--- config.mk ---
export PLATFORM = sky130hd
export DESIGN_NAME = rv32i_instruction_fetch
export DESIGN_NICKNAME = d
export VERILOG_FILES = /design/src/rtl/rv32i_instruction_fetch.sv
export SDC_FILE = /design/constraint.sdc
export NUM_CORES = 1
export LEC_CHECK = 0
export ABC_AREA = 1
export BUFFER_PORTS_ARGS = -buffer_cell sky130_fd_sc_hd__buf_2
export CORE_ASPECT_RATIO = 1.1
export CORE_MARGIN = 2
export CORE_UTILIZATION = 50
export DETAILED_ROUTE_END_ITERATION = 8
export PLACE_DENSITY = 0.73
export SLEW_MARGIN = 20
export SYNTH_ARGS = -nofsm -noshare
export SYNTH_HDL_FRONTEND = slang
export SYNTH_SLANG_ARGS = --single-unit
--- constraint.sdc ---
create_clock -name clk -period 11.45 [get_ports clk]
set_input_delay 2.29 -clock clk [delete_from_list [all_inputs] [get_ports clk]]
set_output_delay 2.29 -clock clk [all_outputs]
set_load 0.005 [all_outputs]
--- src/rtl/rv32i_instruction_fetch.sv ---
// RV32I fetch stage: holds the PC, issues credit-limited in-order imem requests and
// buffers {pc, instruction} pairs for decode; a redirect flushes and drops stale responses.
module rv32i_instruction_fetch #(
    parameter logic [31:0] RESET_PC   = 32'h0000_0000,
    parameter int unsigned FIFO_DEPTH = 2
) (
    input  logic        clk,
    input  logic        rst,
    output logic        imem_req_valid,
    input  logic        imem_req_ready,
    output logic [31:0] imem_req_addr,
    input  logic        imem_rsp_valid,
    input  logic [31:0] imem_rsp_data,
    input  logic        redirect_valid,
    input  logic [31:0] redirect_pc,
    output logic        if_valid,
    input  logic        if_ready,
    output logic [31:0] if_instruction,
    output logic [31:0] if_pc
);
    localparam int unsigned AW = (FIFO_DEPTH > 1) ? $clog2(FIFO_DEPTH) : 1;
    localparam int unsigned CW = AW + 1;
    localparam logic [CW-1:0] CNT_ONE = CW'(1);
    localparam logic [CW-1:0] DEPTH_C = CW'(FIFO_DEPTH);
    localparam logic [AW-1:0] PTR_ONE = AW'(1);

    typedef enum logic [1:0] {BOOT, RUN, DRAIN} state_e;

    state_e        state_q, state_d;
    logic [31:0]   fetch_pc_q, fetch_pc_d, rsp_pc_q, rsp_pc_d;
    logic [CW-1:0] outstanding_q, outstanding_d, drop_cnt_q, drop_cnt_d;
    logic [CW-1:0] count_q, count_d;
    logic [AW-1:0] rd_ptr_q, rd_ptr_d, wr_ptr_q, wr_ptr_d;
    logic [FIFO_DEPTH-1:0][31:0] buf_instr_q, buf_pc_q;

    logic          pop, push, req_fire;
    logic [CW-1:0] credit_used;
    logic [31:0]   redirect_tgt;
    logic          unused_redirect_lsb;

    assign redirect_tgt        = {redirect_pc[31:2], 2'b00};
    assign unused_redirect_lsb = ^redirect_pc[1:0];

    assign if_valid       = (count_q != '0);
    assign pop            = if_valid && if_ready;
    assign if_instruction = if_valid ? buf_instr_q[rd_ptr_q] : 32'h0;
    assign if_pc          = if_valid ? buf_pc_q[rd_ptr_q] : 32'h0;

    // A slot freed by this cycle's pop counts as credit, so back-to-back fetch is
    // sustained at depth 2; credit never shrinks without an accept, so a pending
    // request stays asserted until taken.
    assign credit_used    = outstanding_q + count_q - (pop ? CNT_ONE : '0);
    assign imem_req_valid = (state_q != BOOT) && !redirect_valid && (credit_used < DEPTH_C);
    assign imem_req_addr  = fetch_pc_q;
    assign req_fire       = imem_req_valid && imem_req_ready;
    assign push           = imem_rsp_valid && !redirect_valid && (drop_cnt_q == '0);

    always_comb begin
        state_d       = state_q;
        fetch_pc_d    = fetch_pc_q;
        rsp_pc_d      = rsp_pc_q;
        outstanding_d = outstanding_q;
        drop_cnt_d    = drop_cnt_q;
        count_d       = count_q;
        rd_ptr_d      = rd_ptr_q;
        wr_ptr_d      = wr_ptr_q;
        if (req_fire) begin
            outstanding_d = outstanding_d + CNT_ONE;
            fetch_pc_d    = fetch_pc_q + 32'd4;
        end
        if (imem_rsp_valid)
            outstanding_d = outstanding_d - CNT_ONE;
        if (redirect_valid) begin
            // Everything still in flight after this cycle belongs to the old stream.
            fetch_pc_d = redirect_tgt;
            rsp_pc_d   = redirect_tgt;
            drop_cnt_d = outstanding_d;
            count_d    = '0;
            rd_ptr_d   = '0;
            wr_ptr_d   = '0;
            state_d    = (outstanding_d != '0) ? DRAIN : RUN;
        end else begin
            if (imem_rsp_valid) begin
                if (drop_cnt_q != '0) drop_cnt_d = drop_cnt_q - CNT_ONE;
                else                  rsp_pc_d   = rsp_pc_q + 32'd4;
            end
            if (push) wr_ptr_d = wr_ptr_q + PTR_ONE;
            if (pop)  rd_ptr_d = rd_ptr_q + PTR_ONE;
            if (push && !pop)      count_d = count_q + CNT_ONE;
            else if (!push && pop) count_d = count_q - CNT_ONE;
            case (state_q)
                BOOT:    state_d = RUN;
                DRAIN:   if (drop_cnt_d == '0) state_d = RUN;
                default: state_d = state_q;
            endcase
        end
    end

    always_ff @(posedge clk or posedge rst) begin
        if (rst) begin
            state_q       <= BOOT;
            fetch_pc_q    <= RESET_PC;
            rsp_pc_q      <= RESET_PC;
            outstanding_q <= '0;
            drop_cnt_q    <= '0;
            count_q       <= '0;
            rd_ptr_q      <= '0;
            wr_ptr_q      <= '0;
        end else begin
            state_q       <= state_d;
            fetch_pc_q    <= fetch_pc_d;
            rsp_pc_q      <= rsp_pc_d;
            outstanding_q <= outstanding_d;
            drop_cnt_q    <= drop_cnt_d;
            count_q       <= count_d;
            rd_ptr_q      <= rd_ptr_d;
            wr_ptr_q      <= wr_ptr_d;
        end
    end

    always_ff @(posedge clk) begin
        if (push) begin
            buf_instr_q[wr_ptr_q] <= imem_rsp_data;
            buf_pc_q[wr_ptr_q]    <= rsp_pc_q;
        end
    end

    assert property (@(posedge clk) disable iff (rst) !(push && !pop && (count_q == DEPTH_C)));

endmodule

# Word-level counts from Yosys, hierarchy flattened
# Index checks and enable logic that the tools add are counted.
# classes
n_addsub,11
multipliers,0
n_div,0
order_cmp,4
eq_ne,3
n_shift,0
mux,33
bitwise_logic,0
n_reduce_logical,27
# ops
cell,count
two-way mux 32 bit,12
bitwise mux 64 bit,2
"adder 32 x 3 -> 32 bit, second input constant",2
demux 32 bit (select 1 bit),1
two-way mux 2 bit,12
nonzero test 2 bit,8
logical AND 1 bit,9
logical NOT 2 bit,3
nonzero test 3 bit,2
"subtractor 2 x 1 -> 2 bit, second input constant",3
two-way mux 1 bit,5
"adder 2 x 1 -> 2 bit, second input constant",2
"less-than comparator 1 x 2 -> 1 bit, second input constant",2
case mux 2 bit (2 select lines),1
AND reduction 2 bit,2
logical NOT 1 bit,3
"inequality test 3 bit, second input constant",1
"adder 1 bit, second input constant",2
adder 2 bit,1
"== test 2 bit, second input constant",1
"less-than comparator 2 bit, second input constant",1
"inequality test 2 bit, second input constant",1
subtractor 2 x 1 -> 2 bit,1
">= comparator 1 bit, second input constant",1
# word_totals
register_bits,202
latchBits,0
ram_bits,0
mem_bits_ro,0
inputBits,70
out_inout_bits,98
wordCells,90
n_memories,0

# Longest topological paths before layout
# Gate-level depths: netlist (run 1).
# depth
ltp_word,13
mapped_depth,19
mapped_depth_nobuf,19

# Least setup slack after synthesis (run 1)
# Ideal clock, no wire load.
# synth_path
path_kind,input to register
startpoint,input imem_rsp_valid
endpoint,register buf_instr_q[0] (netlist name) (enable)
setup_ns,0.483
arrival_ns,5.420
required_time_ns,10.967
setup_slack_ns,5.547
cell_stages,6
n_path_buf,0
cell_sequence,inv_1 nor2_2 nand2_2 nor2_4 inv_1 nor2_1
# synth_between
elab_chain_len,2
# synth_rtl
element,line_no,rtl
from (decl),12,"input logic imem_rsp_valid,"
logical AND 1 bit (2 in series),56,assign push = imem_rsp_valid && !redirect_valid && (drop_cnt_q == '0);
"to (signal, indexed assignment)",123,buf_instr_q[wr_ptr_q] <= imem_rsp_data;
to (decl),34,"logic [FIFO_DEPTH-1:0][31:0] buf_instr_q, buf_pc_q;"
# Every way passes these cells.
# A chain may end at the register's enable or synchronous reset.

# Worst setup path after layout (run 1)
# layout_path
startpoint,input redirect_valid
endpoint,output imem_req_valid
# layout_between
elab_chain_len,3
# layout_rtl
element,line_no,rtl
from (decl),14,"input logic redirect_valid,"
logical NOT 1 bit,53,assign imem_req_valid = (state_q != BOOT) && !redirect_valid && (credit_used < DEPTH_C);
logical AND 1 bit (2 in series),53,
to (decl),9,"output logic imem_req_valid,"
# Every way passes these cells.

==> results of run 1 <==
[worst max path at each step]
| stage | start | end | slack [ps] | cells after the start |
|---|---|---|---|---|
| CTS | redirect_valid | imem_req_valid | 5430 | 7 |
| finish | redirect_valid | imem_req_valid | 5450 | 7 |
| detailed placement | redirect_valid | imem_req_valid | 5420 | 7 |
| global route | redirect_valid | imem_req_valid | 5320 | 7 |
| floorplan | imem_rsp_valid | buf_instr_q[0] | 5550 | 6 |
| global placement | redirect_valid | imem_req_valid | 5450 | 7 |
[where the power goes]
part	switching (mW)	total [mW]	internal (mW)
logic	0.375	0.591	0.217
clock network	0.276	0.583	0.308
registers	0.120	0.988	0.869
total	0.770	2.16	1.39
[layout by cell type, fill, tap and decap left out, types with 2 or more instances in the layout]
master,netlist,layout
conb_1,1,4
inv_1,66,65
nor2_2,4,3
xor2_1,24,24
buf_2,3,161
a22oi_1,4,4
o21ai_0,13,13
dfrtp_1,70,69
nand2_4,3,3
clkinv_4,0,4
nand3_2,2,2
xnor2_1,10,10
o31ai_1,7,7
nor2_4,5,8
edfxtp_1,124,124
clkinv_2,0,2
o211ai_1,15,15
o21ai_1,4,4
inv_4,2,2
clkbuf_16,0,17
inv_2,7,7
buf_4,7,6
nand2_1,299,299
clkinvlp_4,0,2
nor2_1,68,66
nand3_4,2,2
nor3_1,23,23
nand2_2,7,7
nand3_1,55,55
ha_1,3,3
a31oi_1,13,13
nor3_2,2,2
inv_8,0,2
o221ai_1,4,4
a21oi_1,79,79
nand4_1,21,21
inv_6,0,3
[stage by stage]
step | worst slack [ps] | power [mW] | std cells | hold slack (ps) | cell area [sq um]
floorplan | 5547 | 1.369 | 995 | 440.2 | 9413
global placement | 5451 | 1.576 | 1363 | 496.5 | 10340
detailed placement | 5419 | 1.594 | 1363 | 504.1 | 10340
CTS | 5426 | 2.172 | 1395 | 519.5 | 10920
global route | 5318 | 2.300 | 1395 | 550.2 | 10930
finish | 5448 | 2.163 | 1395 | 515.1 | 10930
[sequential cells by signal, summed over array words and instances (netlist names)]
name,count
buf_instr_q,64
buf_pc_q,60
count_q,2
drop_cnt_q,2
imem_req_addr,30
outstanding_q,2
rd_ptr_q,1
rsp_pc_q,30
state_q,2
wr_ptr_q,1
[area by class of cell]
type	instances	area, sq um
Fill cell	1587	7487
Sequential cell	194	5477
Multi-Input combinational cell	684	3427
Timing Repair Buffer	167	850.8
Clock buffer	18	429.2
Tap cell	243	304.0
Inverter	75	287.8
Clock inverter	14	150.1
[cells by family after synthesis]
group | count (synthesis) | synth area share
AND/OR/NAND/NOR | 499 | 0.2365
flip-flops | 194 | 0.5824
AO/OA/AOI/OAI | 144 | 0.08864
buffers and inverters | 117 | 0.05643
XOR/XNOR | 34 | 0.03167
adder cells (fa/ha/maj) | 3 | 0.003993
other | 1 | 0.0003989
[critical path, stage by stage]
cell     delay [ps]
buf_2            70
buf_4           430
inv_4           300
nand2_1         180
nand2_2         130
and2_1          180
buf_2           120
[per-layer routing]
layer	part of all wire	up-vias
met2	0.48	287
met3	0.072	36
met1	0.42	3545
li1	-	3662
met4	0.019	0
met5	0	-
==> metrics.yaml, run 1 <==
status: "complete, no violations"
rows: 52
yosys.area.top_type: "edfxtp_1"
via_per_inst: 5.398
synth_cells: 992
hold_end: "state_q[1]"
cap_violations: 0
drive_above_1_share: 0.2092
grt-ovfl-total: 0
finalHoldViolCount: 0
worstPathMaxFanout: 46
cp.required_ps: 9160
cp-start-kind: "input port"
diodes: 0
synth_common_cells: "299 x nand2_1, 124 x edfxtp_1, 79 x a21oi_1"
r2r_cells: 17
synthFlopType: "edfxtp_1"
die_x_microns: 134.7
synth-seq-cells: 194
gp_congestion: 0.9472
timing.rr.end: "imem_req_addr[9]"
grt_pass1_wl_microns: 35550
drc: 0
clk_pin_slew_worst_paths_ps: 70
avgRoutedWirePerCell_microns: 16.22
num_vias: 7530
core_sq_um: 18410
initial_utilization: 0.5106
r2r_start: "count_q[0]"
ff2ff_setup_slack_ps: 8320
synth_top_area_share: 0.3961
cts_buffers: 17
synthArstFlopShare: 0.3608
hpwlAfterDp_microns: 15450
ys_seq_area_frac: 0.5824
critical_path_class: "input port to output pin"
fin_crit_ps: 6002
antenna_found_initial: 0
worstMarginPinSlew_ps: 926.2
cts_tree: "built"
grtUsageTotal: 0.2292
grt_use_met1: 0.3032
grt_max_degree: 71
syn2layout_area_growth_pct: 16.21
endpoint_kind: "output pin"
numPortBuffers: 161
whs_path_depth: 2
met2_usage: 0.3789
cts_resized: 0
nets: 1212
cp.arrival_ps: 3710
clk-insertion-delay-late_ps: 440
drt_wl_total_microns: 22630
first_pass_iters: 7
busiest_layer: "met2"
hold_buffers: 0
drtIter0Drc: 471
grt_pass1_vias: 7050
rsz0062_at_grt: "no"
numClockSinks: 194
post-cts-setup-buffers: 0
antenna_left: 0
clockRootBuffer: "clkbuf_16"
io_pins: 168
finalCritPeriodShare: 0.5242
post-synth-top-count-cell: "nand2_1"
peakVddDrop_v: 0.0001072
powerDensity_nw_per_um2: 198.0
htreeDepth: 4
synth_edf_count: 124
synth_cell_types: 49
fin_util: 0.5934
fin_worst_skew_ps: 13.76
fp.dieArea_sq_um: 19920
ys_top_cells_by_area: "edfxtp_1 40%, dfrtp_1 19%, nand2_1 12%"
postSynthAreaPerCell_sq_um: 9.477
worstHoldStart: "state_q[1]"
max_freq_mhz: 166.6
finalSetupTns_ps: 0
yosysWarnings: 0
setup_viol: 0
clockBufferDepth: 2
die_h_microns: 147.8
hold_path_class: "register to register"
met3_usage: 0.04870
syn_area_sq_um: 9402
slew_violations: 0
slew_headroom: 0.3826
p_leak_nw: 4.645
(Power assumes the default switching activity.)
==> inputs of run 2 (changes only) <==
Settings changed: PLACE_DENSITY 0.73 to 0.76.
Clock period 11.45 ns to 5.47 ns, I/O delays scaled along.
==> metrics.yaml, run 2 (synthesis results as in run 1) <==
nFillCells: 1578  # was 1,587
numPortBuffers: 161  # unchanged
clk-insertion-delay-late_ps: 440  # about the same
diodes: 0  # unchanged
finalSetupTns_ps: 0  # unchanged
cp.arrival_ps: 2810  # was 3710 ps
syn2layout_area_growth_pct: 16.10  # was 16.21%
cts_tree: "built"  # unchanged
p_leak_nw: 4.644  # was 4.645 nW
clockBufferDepth: 2  # unchanged
whs_path_depth: 0  # was 2
critPathMaxStageDelay_ps: 550  # was 430 ps
powerDensity_nw_per_um2: 413.9  # was 198.0 nW/um^2
worstPathMaxFanout: 63  # was 46
cap_violations: 0  # unchanged
placed_cell_area_sq_um: 10340  # unchanged
fin_worst_skew_ps: 8.842  # was 13.76 ps
cp_slowest_cell: "buf_4"  # unchanged
core_sq_um: 18410  # unchanged
stdcell_area_sq_um: 10920  # was 10,930 sq um
slew_violations: 0  # unchanged
instances_no_fill: 1394  # was 1,395
hold_buffers: 0  # unchanged
status: "complete, no violations"  # unchanged
grt-ovfl-total: 0  # unchanged
finalCritPeriodShare: 0.7133
cp-start-kind: "register"  # was input port
post-cts-setup-buffers: 0  # unchanged
cp.required_ps: 4380  # was 9160 ps
grt_max_degree: 65  # was 71
largest_reg_flops: 64  # unchanged
nets: 1212  # unchanged
max_freq_mhz: 256.3
die_h_microns: 147.8  # unchanged
peakVddDrop_v: 0.0002533  # was 0.0001072 V
antenna_found_initial: 0  # unchanged
avgRoutedWirePerCell_microns: 16.26  # was 16.22 microns
die_x_microns: 134.7  # unchanged
most-common-layout-cells: "299 x nand2_1, 161 x buf_2, 124 x edfxtp_1"  # unchanged
worstPathCellList: "nor2_4, buf_4, inv_2, nand2_1, inv_1, ha_1, inv_1, nand2_1, nand2_1, nand2_1, nand2_1, nand2_2, and2_1, buf_2"  # was buf_2, buf_4, inv_4, nand2_1, nand2_2, and2_1, buf_2
pre_cts_slack_ps: 1989  # was 5419 ps
rows: 52  # unchanged
endpoint_kind: "output pin"  # unchanged
fin_util: 0.5928  # was 0.5934
mostFrequentLayoutCell: "nand2_1"  # unchanged
grtUsageTotal: 0.2303  # was 0.2292
cts_resized: 0  # unchanged
critical_path_class: "register to output pin"  # was input port to output pin
hpwlAfterDp_microns: 15330  # was 15,450 microns
regMostFlops: "buf_instr_q"  # unchanged
grt_pass1_vias: 7026  # was 7,050
largestRegisters: "buf_instr_q: 64 flops, buf_pc_q: 60 flops"  # unchanged
first_pass_iters: 7  # unchanged
cts_buffers: 17  # unchanged
fp.dieArea_sq_um: 19920  # unchanged
worstMarginPinSlew_ps: 900.3  # was 926.2 ps
ff_latch_area_sq_um: 5477  # unchanged
clk_pin_slew_worst_paths_ps: 80  # was 70 ps
slew_headroom: 0.3998  # was 0.3826
clockRootBuffer: "clkbuf_16"  # unchanged
fin_ws_ps: 1568  # was 5448 ps
whs_ps: 512.2  # was 515.1 ps
htreeDepth: 4  # unchanged
total_power_mw: 4.518  # was 2.163 mW
crit_top_cell: "nand2_1"  # was buf_2
fin_crit_ps: 3902
io_pins: 168  # unchanged
finalHoldViolCount: 0  # unchanged
r2r_cells: 16  # was 17
gp_congestion: 0.9485  # was 0.9472
initial_utilization: 0.5106  # unchanged
multi_input_area_sq_um: 3427  # unchanged
dpl.cell_count: 1363  # unchanged
via_per_inst: 5.453  # was 5.398
drt_wl_total_microns: 22670  # was 22,630 microns
antenna_left: 0  # unchanged
numClockSinks: 194  # unchanged
num_vias: 7602  # was 7,530
rsz0062_at_grt: "no"  # unchanged
drtIter0Drc: 608  # was 471
grt_pass1_wl_microns: 35670  # was 35,550 microns
drc: 0  # unchanged
setup_viol: 0  # unchanged
drive_above_1_share: 0.2094  # was 0.2092
hold_path_class: "register to register"  # unchanged
==> run 2: cell count changes in the layout (fill, tap and decap cells not counted), sizes merged <==
cell / change
clkinv: -1
clkinvlp: -1
clkbuf: -1
inv: +3
bufinv: -1
==> run 2: final timing paths <==
path,from,endpoint,slack (ps)
worst max-delay path,count_q[0],imem_req_valid,1570
max in group asynchronous,rst,rsp_pc_q[30],3680
worst min-delay path,rsp_pc_q[28],buf_pc_q[60],510
worst max register to register,count_q[0],imem_req_addr[9],2330
min in group asynchronous,rst,state_q[0],790
worst min register to register,rsp_pc_q[28],buf_pc_q[60],510
==> run 2: critical path, delay by kind of cell, from the launching register on <==
| family | cells | cell delay, ps |
|---|---|---|
| and+or+nand+nor | 8 | 770 |
| DFF | 1 | 440 |
| buffers and inverters | 5 | 890 |
| adders and majority gates | 1 | 270 |
==> run 2: cell type report <==
| type | count | area share |
|---|---|---|
| tap | 243 | 0.02785 |
| sequential | 194 | 0.5017 |
| clock buffer | 17 | 0.03897 |
| multi-input combinational | 684 | 0.3140 |
| clock inverter | 14 | 0.01318 |
| inverter | 75 | 0.02636 |
| timing repair buffer | 167 | 0.07795 |
==> run 2: power breakdown <==
part	switching (mW)	total, mW	internal, mW
sequential	0.257	2.08	1.82
clock	0.588	1.19	0.605
combinational	0.794	1.25	0.455
==> run 2: layer usage <==
| metal | share of wire | vias to the layer above | GRT usage |
|---|---|---|---|
| li1 | - | 3651 | - |
| met1 | 0.42 | 3541 | 0.3206 |
| met2 | 0.47 | 368 | 0.3650 |
| met3 | 0.091 | 42 | 0.04458 |
| met4 | 0.024 | 0 | 0.07684 |
| met5 | 0 | - | 0 |
